$ cat config.mk
export PLATFORM = sky130hd
export DESIGN_NAME = fmult_accum_seq_flat
export DESIGN_NICKNAME = d
export VERILOG_FILES = /design/src/rtl/fmult_accum_if.sv /design/src/rtl/fmult_accum_seq.sv /design/src/flat_wrapper.sv
export SDC_FILE = /design/constraint.sdc
export NUM_CORES = 1
export LEC_CHECK = 0
export BUFFER_PORTS_ARGS = -buffer_cell sky130_fd_sc_hd__buf_2
export CAP_MARGIN = 20
export CORE_UTILIZATION = 35
export CTS_BUF_LIST = sky130_fd_sc_hd__clkbuf_16
export CTS_CLUSTER_SIZE = 16
export DETAILED_ROUTE_END_ITERATION = 8
export HOLD_SLACK_MARGIN = 0.02
export PLACE_DENSITY_LB_ADDON = 0.3
export SYNTH_ARGS = -nofsm -noshare
export SYNTH_HDL_FRONTEND = slang
export SYNTH_SLANG_ARGS = --single-unit
export TNS_END_PERCENT = 1
$ cat constraint.sdc
create_clock -name clk -period 11.4 [get_ports clk]
set_input_delay 2.28 -clock clk [delete_from_list [all_inputs] [get_ports clk]]
set_output_delay 2.28 -clock clk [all_outputs]
set_load 0.005 [all_outputs]
$ cat src/rtl/fmult_accum_if.sv
// Handshake and operand bus between the control unit and the shared-FMULT
// predictor engine.
interface fmult_accum_if #(
  parameter int N_ZERO = 6,
  parameter int N_POLE = 2
);
  logic                   start;
  logic [16*N_ZERO-1:0]   b_bus;
  logic [11*N_ZERO-1:0]   dq_bus;
  logic [16*N_POLE-1:0]   a_bus;
  logic [11*N_POLE-1:0]   sr_bus;
  logic                   busy;
  logic                   done;
  logic [14:0]            se;
  logic [14:0]            sez;

  modport master (
    output start, b_bus, dq_bus, a_bus, sr_bus,
    input  busy, done, se, sez
  );

  modport slave (
    input  start, b_bus, dq_bus, a_bus, sr_bus,
    output busy, done, se, sez
  );
endinterface

$ cat src/rtl/fmult_accum_seq.sv
// ADPCM adaptive-predictor sum of products: one FMULT time-shared over the
// zero-section (B*DQ) terms followed by the pole-section (A*SR) terms.
//
// state | meaning
// IDLE  | waiting for start; FMULT operands forced to zero
// RUN   | one term accumulated per clock, idx selects the term
module fmult_accum_seq #(
  parameter int N_ZERO = 6,
  parameter int N_POLE = 2,
  parameter int SAT_EN = 0
) (
  input  logic          clk,
  input  logic          reset,
  fmult_accum_if.slave  bus
);
  localparam int N     = N_ZERO + N_POLE;
  localparam int IDX_W = $clog2(N);
  localparam logic [IDX_W-1:0] IDX_LAST  = IDX_W'(N - 1);
  localparam logic [IDX_W-1:0] IDX_ZLAST = IDX_W'(N_ZERO - 1);
  localparam logic [IDX_W:0]   IDX_LIMIT = (IDX_W+1)'(N);

  typedef enum logic {IDLE, RUN} state_t;

  state_t               state, state_nxt;
  logic                 accept, last, recover;
  logic [IDX_W-1:0]     idx;
  logic [15:0]          accum, sei, sezi;
  logic                 busy, done;
  logic [16*N_ZERO-1:0] b_sh;
  logic [11*N_ZERO-1:0] dq_sh;
  logic [16*N_POLE-1:0] a_sh;
  logic [11*N_POLE-1:0] sr_sh;
  logic [15:0]          mul_a;
  logic [10:0]          mul_b;
  logic [15:0]          term;
  logic [16:0]          sum_wide;
  logic [15:0]          acc_nxt;

  // G.726 FMULT: 16-bit TC coefficient times 11-bit floating-point sample.
  function automatic logic [15:0] fmult(input logic [15:0] an, input logic [10:0] srn);
    logic        an_s, sr_s;
    logic [13:0] an_sh;
    logic [14:0] an_neg;
    logic [12:0] an_mag;
    logic [3:0]  an_exp, sr_exp;
    logic [18:0] mag_norm;
    logic [5:0]  an_mant, sr_mant;
    logic [11:0] prod, prod_rnd;
    logic [7:0]  wa_mant;
    logic [4:0]  wa_exp;
    logic [16:0] wa_base, wa_full;
    logic [14:0] wa_mag;
    an_s    = an[15];
    an_sh   = an[15:2];
    an_neg  = 15'h4000 - {1'b0, an_sh};
    an_mag  = an_s ? an_neg[12:0] : an_sh[12:0];
    an_exp  = 4'd0;
    for (int i = 0; i < 13; i++)
      if (an_mag[i]) an_exp = 4'(i + 1);
    mag_norm = {an_mag, 6'b0} >> an_exp;
    an_mant  = (an_mag == 13'd0) ? 6'd32 : mag_norm[5:0];
    sr_s     = srn[10];
    sr_exp   = srn[9:6];
    sr_mant  = srn[5:0];
    prod     = 12'(sr_mant) * 12'(an_mant);
    prod_rnd = prod + 12'd48;
    wa_mant  = prod_rnd[11:4];
    wa_exp   = {1'b0, sr_exp} + {1'b0, an_exp};
    wa_base  = {2'b0, wa_mant, 7'b0};
    if (wa_exp <= 5'd26) wa_full = wa_base >> (5'd26 - wa_exp);
    else                 wa_full = wa_base << (wa_exp - 5'd26);
    wa_mag = wa_full[14:0];
    return (sr_s ^ an_s) ? (16'd0 - {1'b0, wa_mag}) : {1'b0, wa_mag};
  endfunction

  always_ff @(posedge clk or posedge reset) begin
    if (reset) state <= IDLE;
    else       state <= state_nxt;
  end

  always_comb begin
    state_nxt = state;
    accept    = 1'b0;
    last      = 1'b0;
    recover   = 1'b0;
    case (state)
      IDLE: begin
        if (bus.start) begin
          state_nxt = RUN;
          accept    = 1'b1;
        end
      end
      RUN: begin
        if ({1'b0, idx} >= IDX_LIMIT) begin
          state_nxt = IDLE;
          recover   = 1'b1;
        end else if (idx == IDX_LAST) begin
          state_nxt = IDLE;
          last      = 1'b1;
        end
      end
      default: state_nxt = IDLE;
    endcase
  end

  always_comb begin
    mul_a = '0;
    mul_b = '0;
    if (state == RUN) begin
      for (int i = 0; i < N_ZERO; i++)
        if (idx == IDX_W'(i)) begin
          mul_a = b_sh[16*i +: 16];
          mul_b = dq_sh[11*i +: 11];
        end
      for (int i = 0; i < N_POLE; i++)
        if (idx == IDX_W'(N_ZERO + i)) begin
          mul_a = a_sh[16*i +: 16];
          mul_b = sr_sh[11*i +: 11];
        end
    end
  end

  // Saturation is re-applied after every term, so an intermediate clamp sticks.
  always_comb begin
    term     = fmult(mul_a, mul_b);
    sum_wide = {accum[15], accum} + {term[15], term};
    acc_nxt  = sum_wide[15:0];
    if (SAT_EN != 0) begin
      if (!sum_wide[16] && sum_wide[15])      acc_nxt = 16'h7FFF;
      else if (sum_wide[16] && !sum_wide[15]) acc_nxt = 16'h8000;
    end
  end

  always_ff @(posedge clk or posedge reset) begin
    if (reset) begin
      idx   <= '0;
      accum <= '0;
      sei   <= '0;
      sezi  <= '0;
      busy  <= 1'b0;
      done  <= 1'b0;
      b_sh  <= '0;
      dq_sh <= '0;
      a_sh  <= '0;
      sr_sh <= '0;
    end else begin
      done <= 1'b0;
      if (accept) begin
        b_sh  <= bus.b_bus;
        dq_sh <= bus.dq_bus;
        a_sh  <= bus.a_bus;
        sr_sh <= bus.sr_bus;
        accum <= '0;
        idx   <= '0;
        busy  <= 1'b1;
      end else if (state == RUN) begin
        if (recover) begin
          idx  <= '0;
          busy <= 1'b0;
        end else begin
          accum <= acc_nxt;
          idx   <= idx + 1'b1;
          if (idx == IDX_ZLAST) sezi <= acc_nxt;
          if (last) begin
            sei  <= acc_nxt;
            idx  <= '0;
            busy <= 1'b0;
            done <= 1'b1;
          end
        end
      end
    end
  end

  assign bus.busy = busy;
  assign bus.done = done;
  assign bus.se   = sei[15:1];
  assign bus.sez  = sezi[15:1];
endmodule

$ cat src/flat_wrapper.sv
// flat-port wrapper written by rule: the top's interface ports become plain ports
module fmult_accum_seq_flat 
#(
  parameter int N_ZERO = 6,
  parameter int N_POLE = 2,
  parameter int SAT_EN = 0
)
  (clk, reset, bus_start, bus_b_bus, bus_dq_bus, bus_a_bus, bus_sr_bus, bus_busy, bus_done, bus_se, bus_sez);
  fmult_accum_if #(.N_ZERO(N_ZERO), .N_POLE(N_POLE)) bus_i ();
  input  logic clk;
  input  logic reset;
  input wire logic [$bits(bus_i.start)-1:0] bus_start;
  input wire logic [$bits(bus_i.b_bus)-1:0] bus_b_bus;
  input wire logic [$bits(bus_i.dq_bus)-1:0] bus_dq_bus;
  input wire logic [$bits(bus_i.a_bus)-1:0] bus_a_bus;
  input wire logic [$bits(bus_i.sr_bus)-1:0] bus_sr_bus;
  output wire logic [$bits(bus_i.busy)-1:0] bus_busy;
  output wire logic [$bits(bus_i.done)-1:0] bus_done;
  output wire logic [$bits(bus_i.se)-1:0] bus_se;
  output wire logic [$bits(bus_i.sez)-1:0] bus_sez;
  assign bus_i.start = bus_start;
  assign bus_i.b_bus = bus_b_bus;
  assign bus_i.dq_bus = bus_dq_bus;
  assign bus_i.a_bus = bus_a_bus;
  assign bus_i.sr_bus = bus_sr_bus;
  assign bus_busy = bus_i.busy;
  assign bus_done = bus_i.done;
  assign bus_se = bus_i.se;
  assign bus_sez = bus_i.sez;
  fmult_accum_seq #(.N_ZERO(N_ZERO), .N_POLE(N_POLE), .SAT_EN(SAT_EN)) u_core (.clk(clk), .reset(reset), .bus(bus_i));
endmodule
==> results of run 1 <==
==> cell families after synthesis <==
kind of cell               share of synthesized area
AOI/OAI and AO/OA                             0.1813
xor gates and xnor gates                     0.03137
adders and majority gates                    0.06848
buffers and inverters                        0.04316
DFF                                           0.4013
muxes                                         0.1547
and+or+nand+nor                               0.1197
==> cell usage in the layout (no fill, tap or decap), drive strengths merged, types with 9 or more instances in the layout <==
cell type | Yosys | layout
a22oi | 12 | 12
a21oi | 119 | 119
buf | 32 | 522
and3 | 19 | 19
dfrtp | 252 | 252
diode | 0 | 15
ha | 54 | 54
xor2 | 17 | 17
o22ai | 18 | 18
nor2 | 110 | 110
fa | 20 | 20
o211ai | 33 | 33
a31oi | 12 | 12
mux2i | 13 | 13
nand2b | 26 | 26
or3 | 9 | 9
nor2b | 15 | 15
clkinv | 3 | 17
nor3 | 24 | 24
nand3 | 15 | 15
o21bai | 9 | 9
inv | 53 | 55
xnor2 | 35 | 35
o21ai | 93 | 93
nand2 | 123 | 123
a21o | 14 | 14
mux2 | 204 | 204
a211oi | 16 | 16
clkbuf | 60 | 29
==> registers in the layout, indices dropped and copies added (netlist names) <==
name             flops
u_core.a_sh         28
u_core.accum        16
u_core.b_sh         84
u_core.bus.busy      1
u_core.bus.done      1
u_core.dq_sh        66
u_core.idx           3
u_core.sei          15
u_core.sezi         15
u_core.sr_sh        22
u_core.state         1
==> repair_timing <==
| action | CTS | global route |
|---|---|---|
| gates cloned | 0 | 0 |
| endpoints found under the setup margin | 27 | 27 |
| buffers inserted | 38 | 6 |
| resized for setup | 90 | 35 |
| pin swaps | 61 | 39 |
==> path summary, 6_finish.rpt <==
check	start	end	slack [ns]	depth (start not counted)
setup / recovery	u_core.idx[0]	u_core.sei[14]	-0.18	57
hold / removal	u_core.sei[1]	u_core.sei[1]	0.47	2
setup reg to reg	u_core.idx[0]	u_core.sei[14]	-0.18	57
hold reg to reg	u_core.sei[1]	u_core.sei[1]	0.47	2
max in group asynchronous	reset	u_core.dq_sh[55]	8.24	3
min in group asynchronous	reset	u_core.a_sh[7]	1.85	2
==> worst reg2reg max path, delay by kind of cell, from the launching register on <==
family | cells | cell delay, ns
AO/OA/AOI/OAI | 27 | 4.78
AND/OR/NAND/NOR | 5 | 0.59
multiplexers | 1 | 0.30
XOR/XNOR | 3 | 0.67
buffers and inverters | 13 | 1.66
flip-flops | 1 | 0.47
adder cells (fa/ha/maj) | 8 | 2.97
==> cell type report <==
class,instances,share of cell area
tap,592,0.03535
antenna,15,0.001791
sequential,252,0.3011
inverter,56,0.01057
clock buffer,29,0.03463
timing repair buffer,522,0.1650
clock inverter,24,0.01111
multi-input combinational,1154,0.4405
==> stage by stage <==
| step | utilization | std cells | setup TNS, ns | area [um^2] |
|---|---|---|---|---|
| finish | 0.4739 | 2644 | -0.9816 | 20960 |
| global route | 0.4735 | 2638 | -8.186 | 20940 |
| CTS | 0.4680 | 2621 | -0.04413 | 20700 |
| detailed placement | 0.4313 | 2530 | -9.958 | 19070 |
| global placement | 0.4313 | 2530 | -6.766 | 19070 |
| floorplan | - | 1554 | 0 | 15760 |
==> routing by layer <==
| metal | vias to the layer above | track usage | part of all wire |
|---|---|---|---|
| li1 | 6595 | - | - |
| met1 | 6734 | 0.2876 | 0.44 |
| met2 | 319 | 0.3532 | 0.47 |
| met3 | 83 | 0.04643 | 0.058 |
| met4 | 12 | 0.06823 | 0.024 |
| met5 | - | 0 | 0.0013 |
==> impl_metrics.toml, run 1 <==
[drt]
dr.pass1.iters = 5
drc_errors = 0
drt-total-wl_um = 49560
via_per_inst = 5.198
drtAntennaViolNets = 0
wl_per_cell_um = 18.75
first_iter_violations = 742
vias = 13740

[synthesis]
synth_top_area_cell = "dfrtp_1"
synth_ff_type = "dfrtp_1"
yosys-top-cells-area = "dfrtp_1 (40%), mux2_2 (15%), ha_1 (4.3%)"
netlist.area_leader.share = 0.4013
syn-cell-area_mm2 = 0.01571
synth_nets = 1847
yosysSeqAreaShare = 0.4013
synth_common_cells = "dfrtp_1 (252), mux2_2 (203), nand2_1 (121), a21oi_1 (115), nor2_1 (109)"
synth_area_per_cell_um2 = 10.11
synthCells = 1554
yosys_warnings = 0
async_flop_share = 1.000
ys_ff_latch = 252
synth_edf_count = 0
yosysUniqueCellTypes = 94
yosysMostFrequentCell = "dfrtp_1"

[outcome]
outcome = "finished with violations"
violations = "negative setup slack"

[worst_setup_path]
arrival_ns = 12.00
critPathKind = "reg2reg"
crit_path_top_delay_cell = "fa_1"
cp-start-kind = "register"
cp_common_cell = "buf_4"
worstPathRequired_ns = 11.82
cp_top_family = "compound AO/OA/AOI/OAI gates"
crit_buf_inv = 13
max_stage_delay_ns = 0.58
crit_fanout = 6
critPathCaptureType = "register"

[timing]
max_slew_margin = 0.3161
worst_slack_ns = -0.1807
finalSetupViolations = 6
fin_crit_ns = 11.58
drv_slew = 0
worstMarginPinSlew_ns = 1.026
fin_skew_ns = 0.02243
period_share = 1.016
hold_ws_ns = 0.4732
rsz0062_at_grt = "yes"
hold_viol = 0
clock.fmax_mhz = 86.35

[clock_tree]
clk_latency_ns = 0.57
cts_root_buf = "clkbuf_16"
path_clk_slew_ns = 0.06
clock_sinks = 252
clock_path_buffers = 3
tritoncts = "built"
cts_hold_buf = 0
cts_made_buffers = 29
htree_levels = 1

[placement]
place_congestion = 0.9164
numPortBuffers = 234
post-place-ws_ns = -0.8286
dpl.hpwl_um = 37390

[finish]
fill_cells = 4176
drive_above_1_share = 0.4462
area_delta_synth_final_pct = 33.35
seq_area_mm2 = 0.006309
fin_nets = 2308
multi_input_area_mm2 = 0.009230

[worst_hold_path]
hold_class = "reg2reg"

[floorplan]
die-area_mm2 = 0.04575
core-area_mm2 = 0.04422
die_x_um = 213.9
rows = 77
io_pins = 251
die_h_um = 213.9
start_util = 0.3553

[global_routing]
grt_max_degree = 131
grt_pass1_vias = 14060
grtUsageTotal = 0.2172
overflow = 0
antenna_found_initial = 21
grt_pass1_wl_um = 77420

[job]
drv_cap = 0
Power of run 1 is left out: the tool's default activity adds up to more than one toggle a clock period on the data nets, which glitch-free logic cannot reach.
==> inputs of run 2 (changes only) <==
CORE_MARGIN = 5   (was unset)
clock period = 13.2 ns   (was 11.4 ns; I/O delays follow)
==> run 2 against run 1 <==
  * The flow now finishes without violations
  * Count of clock-buffer cells in the layout unchanged
  * Sequential cell count did not move
  * First-iteration DRC count up 16%
  * Final cell count is 8.9% lower
  * Register-to-register slack gained 0.92 ns
  * Critical path type unchanged
  * Critical endpoint is now u_core.sezi[15]
==> impl_metrics.toml, run 2 (same netlist as run 1, synthesis figures left out) <==
[outcome]
outcome = "finished clean"

[drt]
via_per_inst = 5.336
dr.pass1.iters = 5
first_iter_violations = 860
wl_per_cell_um = 19.86
drt-total-wl_um = 47850
drtAntennaViolNets = 0
vias = 12860
drc_errors = 0

[worst_setup_path]
crit_path_top_delay_cell = "o31ai_1"
max_stage_delay_ns = 0.61
reg2reg_depth = 48
critPathCaptureType = "register"
arrival_ns = 12.90
critPathKind = "reg2reg"
cp_common_cell = "ha_1"
cp-start-kind = "register"
rr_startpoint = "u_core.idx[0]"
crit_fanout = 8
r2r_end = "u_core.sezi[15]"
ff2ff_setup_slack_ns = 0.74
worstPathRequired_ns = 13.64

[finish]
fill_cells = 4332
drive_above_1_share = 0.3337
top_register = "u_core.b_sh"
area_delta_synth_final_pct = 19.05
reg.largest.list = "u_core.b_sh (84), u_core.dq_sh (66), u_core.a_sh (28)"
final_common_cell = "dfrtp_1"
fin_nets = 2081
mostFrequentLayoutCells = "dfrtp_1 (251), buf_2 (234), mux2_2 (203)"
utilization = 0.4221
largest_reg_flops = 84

[global_routing]
antenna_found_initial = 15
grtUsageTotal = 0.1889
grt_pass1_vias = 13260
overflow = 0
grt_pass1_wl_um = 75830
grt_max_degree = 121

[clock_tree]
path_clk_slew_ns = 0.06
tritoncts = "built"
htree_levels = 1
clock_path_buffers = 3
clk_latency_ns = 0.55
cts_root_buf = "clkbuf_16"
clock_sinks = 252
cts_made_buffers = 28
cts_hold_buf = 0

[timing]
finalSetupViolations = 0
max_slew_margin = 0.2683
rsz0062_at_grt = "no"
fin_crit_ns = 12.46
worstMarginPinSlew_ns = 1.098
setup_tns_ns = 0
hold_viol = 0
drv_slew = 0
fin_skew_ns = 0.008525
clock.fmax_mhz = 80.28
period_share = 0.9436

[worst_hold_path]
hold_class = "reg2reg"
min_to = "u_core.sezi[10]"
hold_start = "u_core.sezi[10]"
hold_path_depth = 2

[placement]
numPortBuffers = 234
place_congestion = 0.8868
dpl.hpwl_um = 35920

[floorplan]
rows = 77
die_h_um = 221.9
die-area_mm2 = 0.04924
io_pins = 251
core-area_mm2 = 0.04432
die_x_um = 221.9
start_util = 0.3546

[job]
drv_cap = 0
run 2: changes by cell type in the layout (fill, tap and decap cells not counted), moves of 7 or more:
cell     change
a21oi_1     +12
a21oi_2     -11
buf_4      -214
diode_2      -7
inv_1        +7
nor2_1       +8
o21ai_0     +12
o21ai_2      -9
run 2: layer usage:
metal / part of all wire / GRT usage / up-vias
met3: 0.053 / 0.03482 / 61
li1: - / - / 6122
met1: 0.45 / 0.2558 / 6366
met2: 0.47 / 0.3147 / 301
met5: 0.0013 / 0 / -
met4: 0.019 / 0.04713 / 10
run 2: per-stage QoR:
stage / area [um^2] / hold slack, ns / worst slack, ns / std cells
4_1_cts: 18520 / 0.4819 / 0.2493 / 2400
2_1_floorplan: 15710 / 0.4563 / 1.242 / 1554
3_3_place_gp: 17630 / 0.4631 / 0.4098 / 2348
6_report: 18710 / 0.4796 / 0.7443 / 2410
5_1_grt: 18700 / 0.5080 / 0.02582 / 2408
3_5_place_dp: 17630 / 0.4680 / 0.3808 / 2348
run 2: cell type report:
type	instances	area [um^2]	share of cell area
inverters	56	217.7	0.01164
clock inverters	23	158.9	0.008494
diodes	8	20.02	0.001070
multi-input cells	1154	8896	0.4756
well taps	592	740.7	0.03960
flip-flops and latches	252	6307	0.3372
clock buffers	29	725.7	0.03879
repair buffers	296	1640	0.08769
run 2: repair_timing:
action	4_1_cts	5_1_grt
setup endpoints to repair	0	12
gates resized for setup	0	32
setup buffers	0	2
run 2: how the worst max path moves through the flow:
| stage | slack (ns) | from | to |
|---|---|---|---|
| floorplan | 1.24 | u_core.idx[2] | u_core.sezi[14] |
| global placement | 0.41 | u_core.idx[0] | u_core.sezi[14] |
| detailed placement | 0.38 | u_core.idx[0] | u_core.sezi[14] |
| CTS | 0.25 | u_core.idx[0] | u_core.sezi[14] |
| global route | 0.03 | u_core.idx[1] | u_core.sezi[14] |
| finish | 0.74 | u_core.idx[0] | u_core.sezi[15] |
run 2: worst max-delay path: cells and delay by family (launching register included):
kind / cells / cell delay (ns)
compound gates: 23 / 5.55
xor+xnor: 2 / 0.45
fa+ha+maj: 9 / 3.28
buf+inv: 4 / 0.35
flops: 1 / 0.45
mux: 1 / 0.31
simple gates: 9 / 1.93
Power of run 2 is left out for the same reason.
==> inputs of run 3 (changes only) <==
BUFFER_PORTS_ARGS = unset   (was -buffer_cell sky130_fd_sc_hd__buf_2)
CTS_CLUSTER_DIAMETER = 150   (was unset)
DONT_BUFFER_PORTS = 1   (was unset)
==> run 3 against run 2 <==
  * Die area unchanged
  * Count of clock-buffer cells in the layout down 9
  * First-iteration DRC count down 2.1%
  * Final cell count down 11%
  * Wire length down 1.0%
  * Clock skew up 0.017 ns
  * Cell area down 7.8%
  * Non-clock buffer count down 233
  * Sequential share of layout area up 2.8 points
  * Critical path depth up 6
  * Fmax up 0.79%
  * Critical endpoint is now u_core.sezi[14]
  * Highest routed layer unchanged
==> impl_metrics.toml, run 3 (same netlist as run 1, synthesis figures left out) <==
[outcome]
outcome = "finished clean"

[finish]
drive_above_1_share = 0.2266
utilization = 0.3894
top_register = "u_core.b_sh"
area_delta_synth_final_pct = 9.810
fill_cells = 4369
final_common_cell = "dfrtp_1"
multi_input_area_mm2 = 0.008884
largest_reg_flops = 84
mostFrequentLayoutCells = "dfrtp_1 (251), mux2_2 (203), nand2_1 (121)"
fin_nets = 1840
seq_area_mm2 = 0.006307
reg.largest.list = "u_core.b_sh (84), u_core.dq_sh (66), u_core.a_sh (28)"

[clock_tree]
cts_made_buffers = 20
path_clk_slew_ns = 0.08
tritoncts = "built"
clock_sinks = 252
htree_levels = 1
clock_path_buffers = 3
cts_root_buf = "clkbuf_16"
clk_latency_ns = 0.56

[global_routing]
grtUsageTotal = 0.1851
grt_pass1_vias = 12000
overflow = 0
grt_max_degree = 206
grt_pass1_wl_um = 73000
antenna_found_initial = 23

[timing]
worstMarginPinSlew_ns = 1.168
hold_viol = 0
fin_crit_ns = 12.36
clock.fmax_mhz = 80.92
period_share = 0.9362
drv_slew = 0
finalSetupViolations = 0
fin_skew_ns = 0.02512
max_slew_margin = 0.2212

[worst_setup_path]
reg2reg_depth = 54
max_stage_delay_ns = 0.60
worstPathRequired_ns = 13.59
critPathCaptureType = "register"
crit_cells = 54
crit_path_top_delay_cell = "fa_1"
cp_common_cell = "inv_1"
arrival_ns = 12.75
cp-start-kind = "register"
cp_top_family = "compound AO/OA/AOI/OAI gates"
crit_buf_inv = 8
crit_fanout = 13
critPathKind = "reg2reg"

[placement]
numPortBuffers = 0
dpl.hpwl_um = 34800
place_congestion = 0.8639

[drt]
wl_per_cell_um = 22.03
drc_errors = 0
dr.pass1.iters = 5
vias = 11960
via_per_inst = 5.560
first_iter_violations = 842
drt-total-wl_um = 47360
drtAntennaViolNets = 0

[floorplan]
rows = 77
io_pins = 251
die_h_um = 221.9
die-area_mm2 = 0.04924
die_x_um = 221.9
core-area_mm2 = 0.04432
start_util = 0.3546

[job]
drv_cap = 0

[worst_hold_path]
hold_class = "reg2reg"
hold_path_depth = 1
-- run 3: changes by cell type in the layout (fill, tap and decap cells not counted), sizes merged --
| cell | before | now |
|---|---|---|
| bufinv | 2 | 0 |
| buf | 296 | 62 |
| inv | 59 | 54 |
| diode | 8 | 9 |
| clkinvlp | 1 | 0 |
| clkbuf | 29 | 21 |
| clkinv | 17 | 6 |
-- run 3: layout make-up --
cell class | count | area share
clock inverters | 4 | 0.003408
diodes | 9 | 0.001305
multi-input cells | 1154 | 0.5148
flip-flops and latches | 252 | 0.3655
inverters | 56 | 0.01262
well taps | 592 | 0.04293
repair buffers | 63 | 0.03038
clock buffers | 20 | 0.02900
-- run 3: path summary, 6_finish.rpt --
path,from,to,slack (ns)
worst min register to register,u_core.dq_sh[3],u_core.dq_sh[3],0.50
min in group asynchronous,reset,u_core.a_sh[24],2.08
worst max register to register,u_core.idx[0],u_core.sezi[14],0.84
max in group asynchronous,reset,u_core.dq_sh[24],9.73
worst min-delay path,u_core.dq_sh[3],u_core.dq_sh[3],0.50
worst max-delay path,u_core.idx[0],u_core.sezi[14],0.84
-- run 3: per-stage QoR --
step           hold slack, ns  setup slack (ns)  setup TNS [ns]  std cells  cell area, um^2
5_1_grt                0.5123         -0.005110       -0.005110       2147            17250
3_5_place_dp           0.4871            0.4183               0       2108            16440
6_report               0.5002            0.8419               0       2150            17260
4_1_cts                0.5047            0.2837               0       2132            17000
3_3_place_gp           0.4838            0.4949               0       2108            16440
2_1_floorplan          0.4563             1.242               0       1554            15710
-- run 3: worst register-to-register path: cells and delay by family (launching register included) --
family          cells  cell delay [ns]
simple gates        6             1.24
xor+xnor            1             0.21
compound gates     29             5.68
buf+inv             8             0.91
fa+ha+maj           9             3.42
mux                 1             0.31
flops               1             0.44
-- run 3: timing repair --
action,CTS,global route
endpoints found under the setup margin,0,10
setup buffers,0,8
hold buffers,0,0
gates resized for setup,0,25
-- run 3: metal layers --
metal	track usage	wire length, um	vias to the layer above
met5	0	129	-
met1	0.2514	20990	5919
met3	0.04118	2805	80
met4	0.04315	1197	22
met2	0.3039	22240	321
li1	-	-	5613
Power of run 3 is left out for the same reason.
